## src/rtl/net_share_arbiter.sv

```systemverilog
// Round-robin owner scheduler for one shared DW-bit net.
// Grants one requester at a time, limits hold time, and inserts one turnaround cycle.
module net_share_arbiter #(
  parameter int N_REQ    = 4,
  parameter int DW       = 16,
  parameter int MAX_HOLD = 8
) (
  input  logic                clk,
  input  logic                rst,
  input  logic [N_REQ-1:0]    req,
  input  logic [N_REQ-1:0]    rel,
  input  logic [N_REQ*DW-1:0] din,
  output logic [N_REQ-1:0]    gnt,
  output logic [DW-1:0]       dd,
  output logic                dd_vld,
  output logic                busy,
  output logic                timeout
);

  localparam int OW = $clog2(N_REQ);
  localparam int HW = $clog2(MAX_HOLD);

  typedef enum logic [1:0] {IDLE, OWN, GAP} state_t;

  state_t           state, state_n;
  logic [OW-1:0]    owner, owner_n;
  logic [OW-1:0]    last_owner, last_owner_n;
  logic [HW-1:0]    hold_cnt, hold_cnt_n;
  logic [N_REQ-1:0] gnt_n;
  logic [DW-1:0]    dd_n;
  logic             dd_vld_n;
  logic             timeout_n;
  logic [DW-1:0]    din_arr [N_REQ];
  logic [OW-1:0]    sel;
  logic [OW-1:0]    idx;
  int               idx_full;
  logic             found;
  logic             at_limit;
  logic             exit_own;

  always_comb begin
    for (int i = 0; i < N_REQ; i++) din_arr[i] = din[i*DW +: DW];
  end

  // Scan starts just after the previous owner, so whoever last held the net is considered last.
  always_comb begin
    sel      = '0;
    found    = 1'b0;
    idx      = '0;
    idx_full = 0;
    for (int i = 1; i <= N_REQ; i++) begin
      idx_full = (int'(last_owner) + i) % N_REQ;
      idx      = OW'(idx_full);
      if (!found && req[idx]) begin
        found = 1'b1;
        sel   = idx;
      end
    end
  end

  assign at_limit = (hold_cnt == HW'(MAX_HOLD - 1));
  assign exit_own = rel[owner] || !req[owner] || at_limit;
  assign busy     = (state != IDLE);

  always_comb begin
    state_n      = state;
    owner_n      = owner;
    last_owner_n = last_owner;
    hold_cnt_n   = hold_cnt;
    gnt_n        = gnt;
    dd_n         = dd;
    dd_vld_n     = 1'b0;
    timeout_n    = 1'b0;
    case (state)
      IDLE: begin
        gnt_n = '0;
        if (found) begin
          gnt_n[sel] = 1'b1;
          owner_n    = sel;
          hold_cnt_n = '0;
          state_n    = OWN;
        end
      end
      OWN: begin
        if (exit_own) begin
          // A release or request drop on the limit edge is a normal exit, not a timeout.
          gnt_n        = '0;
          last_owner_n = owner;
          timeout_n    = at_limit && !rel[owner] && req[owner];
          state_n      = GAP;
        end else begin
          dd_n       = din_arr[owner];
          dd_vld_n   = 1'b1;
          hold_cnt_n = hold_cnt + HW'(1);
        end
      end
      GAP: begin
        gnt_n   = '0;
        state_n = IDLE;
      end
      default: begin
        gnt_n   = '0;
        state_n = IDLE;
      end
    endcase
  end

  always_ff @(posedge clk) begin
    if (rst) begin
      state      <= IDLE;
      owner      <= '0;
      last_owner <= OW'(N_REQ - 1);
      hold_cnt   <= '0;
      gnt        <= '0;
      dd         <= '0;
      dd_vld     <= 1'b0;
      timeout    <= 1'b0;
    end else begin
      state      <= state_n;
      owner      <= owner_n;
      last_owner <= last_owner_n;
      hold_cnt   <= hold_cnt_n;
      gnt        <= gnt_n;
      dd         <= dd_n;
      dd_vld     <= dd_vld_n;
      timeout    <= timeout_n;
    end
  end

endmodule

```

## config.mk

```make
export PLATFORM = sky130hd
export DESIGN_NAME = net_share_arbiter
export DESIGN_NICKNAME = d
export VERILOG_FILES = /design/src/rtl/net_share_arbiter.sv
export SDC_FILE = /design/constraint.sdc
export NUM_CORES = 1
export LEC_CHECK = 0
export ABC_CLOCK_PERIOD_IN_PS = 2850
export BUFFER_PORTS_ARGS = -buffer_cell sky130_fd_sc_hd__buf_2
export CORE_MARGIN = 1
export CORE_UTILIZATION = 47
export CTS_BUF_LIST = sky130_fd_sc_hd__clkbuf_4 sky130_fd_sc_hd__clkbuf_8 sky130_fd_sc_hd__clkbuf_16
export DETAILED_ROUTE_END_ITERATION = 12
export PLACE_DENSITY = 0.89
export SETUP_SLACK_MARGIN = 0.02
export SYNTH_ARGS = -nofsm -noshare
export SYNTH_HDL_FRONTEND = slang
export SYNTH_SLANG_ARGS = --single-unit
```

## constraint.sdc

```tcl
create_clock -name clk -period 2.85 [get_ports clk]
set_input_delay 0.4275 -clock clk [delete_from_list [all_inputs] [get_ports clk]]
set_output_delay 0.4275 -clock clk [all_outputs]
set_load 0.02 [all_outputs]
```

# After elaboration in Yosys (flattened, before gate mapping)
# Index checks and enable logic that the tools add are counted.
# totals
regBits	31
in_bits	74
output_inout_bits	23
elab_cells	87
# op_classes
addsub	5
n_lt_le_gt_ge	8
eq_ne	5
n_mux	35
bitwise	3
reduce_logical	23
# op_table
operator	n
16-bit binary-select mux with 2-bit select	1
16-bit 2-to-1 mux	2
2-bit by 3-bit less-than comparator with 1-bit output, second input constant	6
1-bit binary-select mux with 2-bit select	6
1-bit 2-to-1 mux	12
2-bit 2-to-1 mux	6
4-bit 2-to-1 mux	2
4-bit one-hot mux with 2 select lines	1
2-bit AND reduction	4
1-bit logical AND	6
3-bit 2-to-1 mux	2
2-bit != test, second input constant	3
3-bit one-hot mux with 2 select lines	1
1-bit zero test	5
2-bit by 1-bit adder with 2-bit output, second input constant	2
2-bit adder, second input constant	2
2-bit one-hot mux with 2 select lines	1
2-bit nonzero test	2
3-bit by 1-bit adder with 3-bit output, second input constant	1
3-bit == test, second input constant	1
3-bit greater-or-equal comparator, second input constant	1
2-bit inverter with 3-bit output	1
3-bit AND reduction	1
3-bit OR reduction	1
7 further kinds	9

# Logic depth before layout (Yosys ltp)
# Gate-level depths: netlist of the first run.
# logic_depth
word_depth	19
mapped_depth	6
depth_no_buf	5

# Worst setup path after synthesis of the first run
# Ideal clock, no wire load.
# synth_timing
path_kind	input-to-reg
from	input port req[3]
to	register gnt[0]
setup_ns	0.117
t_arrival_ns	1.611
required_time_ns	2.733
path_slack_ns	1.122
cell_stages	5
path_buffers	1
cell_sequence	nor2b_1 mux4_2 and3_4 buf_6 a32o_1
# synth_between
elab_chain_cells	18
word_cells_on_any_way	35
cone_classes	order compare: 2; eq/ne: 1; mux: 22; reduce/logical: 10
# synth_lines
element	line_no	source
start: declaration	10	input logic [N_REQ-1:0] req,
1-bit binary-select mux with 2-bit select	54	if (!found && req[idx]) begin
1-bit 2-to-1 mux (implied by the code)	54	
1-bit 2-to-1 mux	54	
1-bit zero test	54	
1-bit logical AND	54	
1-bit 2-to-1 mux	54	
1-bit zero test	54	
1-bit logical AND	54	
[... 2 more ...]	n/a	
1-bit logical AND	54	
2-bit 2-to-1 mux	54	
2-bit by 3-bit less-than comparator with 1-bit output (implied by the code) or 2-bit by 1-bit greater-or-equal comparator with 1-bit output (tied branches)	78	gnt_n[sel] = 1'b1;
1-bit logical AND (implied by the code)	78	
1-bit 2-to-1 mux (implied by the code)	78	
1-bit demux with 2-bit select	78	
4-bit 2-to-1 mux	77	if (found) begin
4-bit one-hot mux with 2 select lines	74	case (state)
end signal: assignment	123	gnt <= gnt_n;
end: declaration	13	output logic [N_REQ-1:0] gnt,
# Parallel ways exist; a longest one is shown, timed or not. The select of a mux whose other input is x is not followed.
# A chain may end at the register's enable or synchronous reset.

# Worst setup path in the final report of the first run
# layout_timing
from	register owner[0]
to	register dd[1]
# layout_between
elab_chain_cells	7
word_cells_on_any_way	13
cone_classes	mux: 7; bitwise: 2; reduce/logical: 4
# layout_lines
element	line_no	source
start: declaration	26	logic [OW-1:0] owner, owner_n;
start signal: assignment	120	owner <= owner_n;
1-bit binary-select mux with 2-bit select	62	assign exit_own = rel[owner] || !req[owner] || at_limit;
1-bit 2-to-1 mux (implied by the code)	62	
1-bit zero test	62	
1-bit logical OR (2 in series)	62	
1-bit inverter (no source line)	n/a	
2-bit AND reduction (no source line)	n/a	
end signal: assignment	124	dd <= dd_n;
end: declaration	14	output logic [DW-1:0] dd,
# Parallel ways exist; a longest one is shown, timed or not. The select of a mux whose other input is x is not followed.

==> results.json, run 1 <==
{
  "post-place-ws_ns": 0.923,
  "grt_use_met2_pct": 38.4,
  "fin_skew_ns": 0.00916,
  "ys.warnings.count": 0,
  "io_buffers": 96,
  "setup_viol": 0,
  "die_y_um": 61.8,
  "drv.max_cap_violation_count": 0,
  "fin_crit_ns": 1.63,
  "timing.final.ws_setup_ns": 1.22,
  "min_path_type": "input pin to flip-flop",
  "crit_path_end_kind": "flip-flop",
  "tightest_slew_ns": 0.553,
  "cts_max_path_buffers": 2,
  "fp.dieW_um": 61.8,
  "path_max_fanout": 16,
  "post_drt_wl_per_cell_um": 15.2,
  "r2r_slack_ns": 1.22,
  "grt_pass1_vias": 1368,
  "std_cell_rows": 21,
  "start_util_pct": 49.5,
  "busiest_layer": "met2",
  "clk_pin_slew_ns": 0.09,
  "place_congestion": 0.794,
  "whs_ns": 0.433,
  "max_slew_margin_pct": 62.7,
  "async_reset_ff_share_pct": 0,
  "cts_resized": 0,
  "core_um2": 3390,
  "endpoint": "dd[1]",
  "dieArea_um2": 3810,
  "critPathKind": "flip-flop to flip-flop",
  "timing.rr.start": "owner[0]",
  "p_total_mw": 1.18,
  "insertion_delay_ns": 0.34,
  "ir_drop_mv": 0.373,
  "reg2reg_depth": 4,
  "crit_path_start": "owner[0]",
  "placed_area_um2": 2190,
  "dp_hpwl_um": 3430,
  "grt_antenna_before_repair": 0,
  "grtUsageMet3_pct": 8.28,
  "track_usage_pct": 21.7,
  "place_inst": 277,
  "hold_violations": 0,
  "cts_tree": "yes",
  "syn_nets": 216,
  "synth_flop_cell": "dfxtp_1",
  "clockRootBuffer": "clkbuf_4",
  "synthDistinctLibCells": 33,
  "num_antenna_cells": 0,
  "design_area_um2": 2270,
  "area_delta_synth_final_pct": 35.5,
  "vias": 1610,
  "fin_nets": 314,
  "required_ns": 3.13,
  "rsz0062_at_grt": "no",
  "cp-start-kind": "flip-flop",
  "synth_area_um2": 1680,
  "dr.pass1.iters": 4,
  "met1_usage_pct": 24.2,
  "drt-total-wl_um": 4330,
  "final_antenna_net_count": 0,
  "cts_setup_buffers": 0,
  "drcViolationCount": 0,
  "yosysSeqAreaShare_pct": 37.0,
  "drt-initial-drc-count": 94,
  "layout_worst_path_cycle_share_pct": 57.4,
  "power_density_nw_per_um2": 518,
  "cellLeakagePower_nw": 1.06,
  "utilization_pct": 67.1,
  "synth_seq_cells": 31,
  "synth_edf_count": 0,
  "viasPerCell": 5.65,
  "instances_no_fill": 285,
  "arrival_ns": 1.92,
  "syn_inst": 140,
  "final_max_slew_viol_count": 0,
  "grt_max_degree": 22,
  "grt_pass1_wl_um": 5910,
  "finalSetupTns_ns": 0,
  "status": "complete, no violations",
  "clkSinkCount": 31,
  "cts_made_buffers": 5,
  "cts_hold_buf": 0,
  "htreeDepth": 2,
  "timing.fmax_ghz": 0.612,
  "ioPinCount": 97,
  "drive_gt1_share_pct": 53.1,
  "grt-ovfl-total": 0,
  "r2r_end": "dd[1]",
  "syn_area_per_cell_um2": 12.0
}
## cells in the final DEF (no fill, tap or decap), drive strengths merged, types with 3 or more instances in the layout
master / instances
clkbuf: 6
nand2b: 3
mux2i: 6
o21ai: 5
nor2: 8
buf: 99
a21oi: 5
a22o: 16
nor2b: 8
a32o: 4
nand3b: 7
mux4: 17
dfxtp: 31
## how the worst min path moves through the flow
stage	startpoint	to	slack, ns	depth (start not counted)
global route	rst	owner[0]	0.45	2
detailed placement	gnt[0]	gnt[0]	0.45	1
finish	rst	owner[1]	0.43	2
CTS	rst	owner[1]	0.42	2
floorplan	hold_cnt[1]	hold_cnt[1]	0.47	2
global placement	gnt[1]	gnt[1]	0.45	1
## area by class of cell
type / count / area, um2
Fill cell: 269 / 1120
Clock inverter: 2 / 35.0
Timing Repair Buffer: 99 / 503
Multi-Input combinational cell: 99 / 998
Sequential cell: 31 / 621
Tap cell: 46 / 57.6
Clock buffer: 6 / 51.3
Inverter: 2 / 7.51
## power by group
part           internal [mW]  switching [mW]  total (mW)
clock network          0.207           0.153       0.361
registers              0.462          0.0183       0.480
logic                  0.174           0.163       0.337
## critical path, cell delays in order, from the launching register on
cell and delay, ns:
dfxtp_1 0.34, buf_4 0.23, mux4_2 0.40, a21oi_4 0.40, a22o_1 0.22
## per-layer routing
layer | vias up | share of wire [%]
met4 | 0 | 2.4
met1 | 756 | 41
met3 | 11 | 8.7
met2 | 83 | 48
met5 | - | 0
li1 | 760 | -
## state kept, by name (all words and copies together), names as in the netlist
signal / flops
dd: 16
dd_vld: 1
gnt: 4
hold_cnt: 3
last_owner: 2
owner: 2
state: 2
timeout: 1
## synthesized netlist by cell type (3+ instances only)
| cell | n | area, um2 |
|---|---|---|
| a21oi_1 | 4 | 20.0 |
| a22o_1 | 16 | 140 |
| a32o_1 | 4 | 40.0 |
| dfxtp_1 | 31 | 621 |
| mux2i_1 | 6 | 60.1 |
| mux4_2 | 17 | 383 |
| nand2b_1 | 3 | 18.8 |
| nand3b_1 | 7 | 52.6 |
| nor2_1 | 8 | 30.0 |
| nor2b_1 | 8 | 50.1 |
| o21ai_0 | 5 | 25.0 |
## cells by family (layout without fill, tap and decap cells)
| logic type | Yosys count | count (layout) | share of synthesized area, % |
|---|---|---|---|
| compound gates | 41 | 41 | 19.9 |
| simple gates | 33 | 33 | 11.7 |
| flops | 31 | 31 | 37.0 |
| mux | 23 | 23 | 26.4 |
| buf+inv | 10 | 109 | 3.51 |
| fa+ha+maj | 2 | 2 | 1.49 |
No activity file was read; power rests on OpenSTA's default activity.
==> inputs of run 2 (changes only) <==
--- a/config.mk
+++ b/config.mk
@@ -5,13 +5,14 @@
 export SDC_FILE = /design/constraint.sdc
 export NUM_CORES = 1
 export LEC_CHECK = 0
-export ABC_CLOCK_PERIOD_IN_PS = 2850
+export ABC_AREA = 1
+export ABC_CLOCK_PERIOD_IN_PS = 1500
 export BUFFER_PORTS_ARGS = -buffer_cell sky130_fd_sc_hd__buf_2
 export CORE_MARGIN = 1
-export CORE_UTILIZATION = 47
+export CORE_UTILIZATION = 41
 export CTS_BUF_LIST = sky130_fd_sc_hd__clkbuf_4 sky130_fd_sc_hd__clkbuf_8 sky130_fd_sc_hd__clkbuf_16
 export DETAILED_ROUTE_END_ITERATION = 12
-export PLACE_DENSITY = 0.89
+export PLACE_DENSITY = 0.8
 export SETUP_SLACK_MARGIN = 0.02
 export SYNTH_ARGS = -nofsm -noshare
 export SYNTH_HDL_FRONTEND = slang
==> constraint.sdc (replaced) <==
create_clock -name clk -period 1.5 [get_ports clk]
set_input_delay 0.225 -clock clk [delete_from_list [all_inputs] [get_ports clk]]
set_output_delay 0.225 -clock clk [all_outputs]
set_load 0.02 [all_outputs]
==> results.json, run 2 <==
{
  "synth_top_cells_by_count": "nand2_1 (85), nor2_1 (45), o21ai_0 (39)",
  "drt-total-wl_um": 6160,
  "core_um2": 4410,
  "yosysSeqAreaShare_pct": 32.7,
  "mostFrequentLayoutCell": "buf_2",
  "rsz0062_at_grt": "yes",
  "reg_top3": "dd: 16 flops, gnt: 4 flops, hold_cnt: 3 flops",
  "final_cell_mix": "buf_2 (96), nand2_1 (55), nor2_1 (43), o21ai_0 (33), dfxtp_1 (26)",
  "synthDistinctLibCells": 26,
  "synth_flop_cell": "dfxtp_1",
  "crit_path_end_kind": "flip-flop",
  "vias": 2444,
  "drv.max_cap_violation_count": 0,
  "dieArea_um2": 4910,
  "grt_antenna_before_repair": 0,
  "fp.dieW_um": 70.1,
  "num_antenna_cells": 0,
  "cellLeakagePower_nw": 1.55,
  "crit_buf_inv": 2,
  "fin_nets": 486,
  "syn_nets": 377,
  "synth_area_um2": 1900,
  "final_antenna_net_count": 0,
  "synth_most_common_cell": "nand2_1",
  "path_max_fanout": 6,
  "ys.warnings.count": 0,
  "insertion_delay_ns": 0.28,
  "whs_ns": 0.232,
  "fin_skew_ns": 0.00475,
  "cp_common_cell": "nand2_4",
  "path_cells": "buf_6 > nand2_4 > nand2_4 > nand2_4 > nand2_4 > nor2_4 > nand3_4 > nand2_4 > nand2_4 > inv_4 > a21oi_2 > nor2_1",
  "cts_tree": "yes",
  "tightest_slew_ns": 0.363,
  "synth_largest_area_cell": "dfxtp_1",
  "synth_seq_cells": 31,
  "cp-start-kind": "flip-flop",
  "grt_pass1_wl_um": 9680,
  "start_util_pct": 43.1,
  "std_cell_rows": 24,
  "die_y_um": 70.1,
  "place_congestion": 0.896,
  "finalSetupTns_ns": 0,
  "ys_top_cells_by_area": "dfxtp_1 (33%), nand2_1 (17%), o21ai_0 (10%), nor2_1 (8.9%), nand3_1 (6.3%)",
  "min_path_type": "input pin to flip-flop",
  "synth_edf_count": 0,
  "drt-initial-drc-count": 114,
  "syn_inst": 301,
  "top_register": "dd",
  "arrival_ns": 1.66,
  "layout_worst_path_cycle_share_pct": 98.6,
  "syn_area_per_cell_um2": 6.31,
  "fillers": 366,
  "largest_reg_flops": 16,
  "async_reset_ff_share_pct": 0,
  "cp_slowest_cell": "dfxtp_4",
  "clkSinkCount": 31,
  "htreeDepth": 2,
  "timing.fmax_ghz": 0.676,
  "clk_pin_slew_ns": 0.07,
  "slowest_delay_ns": 0.41,
  "critPathKind": "flip-flop to flip-flop",
  "drcViolationCount": 0,
  "power_density_nw_per_um2": 1750,
  "io_buffers": 96,
  "required_ns": 1.68,
  "utilization_pct": 66.4,
  "hold_violations": 0,
  "dr.pass1.iters": 4,
  "viasPerCell": 5.28,
  "drive_gt1_share_pct": 47.4,
  "fin_crit_ns": 1.48,
  "clockRootBuffer": "clkbuf_8",
  "grt_max_degree": 34,
  "post_drt_wl_per_cell_um": 13.3,
  "ir_drop_mv": 0.679,
  "cts_made_buffers": 5,
  "critPathTopFamily": "simple AND/OR/NAND/NOR gates",
  "max_slew_margin_pct": 75.7,
  "synth_top_area_share_pct": 32.7,
  "cts_max_path_buffers": 2,
  "status": "complete, no violations",
  "track_usage_pct": 24.5,
  "ioPinCount": 97,
  "setup_viol": 0,
  "final_max_slew_viol_count": 0,
  "area_delta_synth_final_pct": 54.2,
  "dp_hpwl_um": 4120,
  "grt-ovfl-total": 0,
  "grt_pass1_vias": 2281
}
run 2: changes by cell type after synthesis, sizes merged, moves of 17 or more:
cell / delta
nand2: +86
nor2: +39
o21ai: +34
nand3: +24
inv: +19
mux4: -17
run 2: routing by layer:
layer / GRT usage, % / vias to the layer above / share of wire (%)
met2: 42.8 / 102 / 51
li1: - / 1215 / -
met1: 27.2 / 1111 / 39
met3: 7.50 / 16 / 6.9
met4: 10.9 / 0 / 2.7
met5: 0 / - / 0
run 2: where the power goes:
group	internal [mW]	total (mW)	leakage, nW	switching (mW)
registers	1.07	1.27	0.254	0.202
logic	1.16	3.02	1.23	1.86
clock network	0.537	0.855	0.0612	0.318
run 2: area by class of cell:
cell class | instances | area, um2 | share of cell area (%)
Clock buffer | 6 | 82.6 | 2.82
Clock inverter | 2 | 35.0 | 1.20
Tap cell | 52 | 65.1 | 2.22
Timing Repair Buffer | 119 | 698 | 23.8
Multi-Input combinational cell | 232 | 1320 | 45.0
Sequential cell | 31 | 634 | 21.6
Inverter | 21 | 96.3 | 3.29
run 2: path summary, 6_finish.rpt:
path                            slack [ns]     endpoint     startpoint  cells past startpoint
worst max-delay path                  0.02  hold_cnt[1]  last_owner[0]                     12
worst min-delay path                  0.23     state[1]            rst                      2
worst max register to register        0.02  hold_cnt[1]  last_owner[0]                     12
worst min register to register        0.46       gnt[0]         gnt[0]                      2
run 2: kinds of logic (layout without fill, tap and decap cells):
family | after synthesis | count (layout) | synth area share, %
and+or+nand+nor | 167 | 167 | 37.4
AOI/OAI and AO/OA | 63 | 63 | 18.8
DFF | 31 | 31 | 32.7
adders and majority gates | 2 | 2 | 1.32
buffers and inverters | 38 | 148 | 9.81
run 2: timing repair:
item / 4_1_cts / 5_1_grt
endpoints found under the setup margin: 13 / 26
resized for setup: 23 / 68
setup buffers: 2 / 6
gates cloned: 1 / 0
hold buffers: 0 / 0
pin swaps: 4 / 25
run 2: worst register-to-register path, cell delays in order (launching register included):
cell,delay (ns)
dfxtp_4,0.41
buf_6,0.14
nand2_4,0.05
nand2_4,0.08
nand2_4,0.07
nand2_4,0.07
nor2_4,0.04
nand3_4,0.08
nand2_4,0.08
nand2_4,0.13
inv_4,0.06
a21oi_2,0.11
nor2_1,0.06
run 2: metrics by stage:
step	worst slack, ns	total power [mW]	std cells	instance area (um2)
after floorplan	0.117	2.87	301	1900
after global placement	0.00208	3.45	447	2470
after detailed placement	-0.0801	3.50	447	2470
after CTS	0.0196	4.51	457	2660
after global routing	-0.0563	5.54	463	2930
final	0.0204	5.14	463	2930
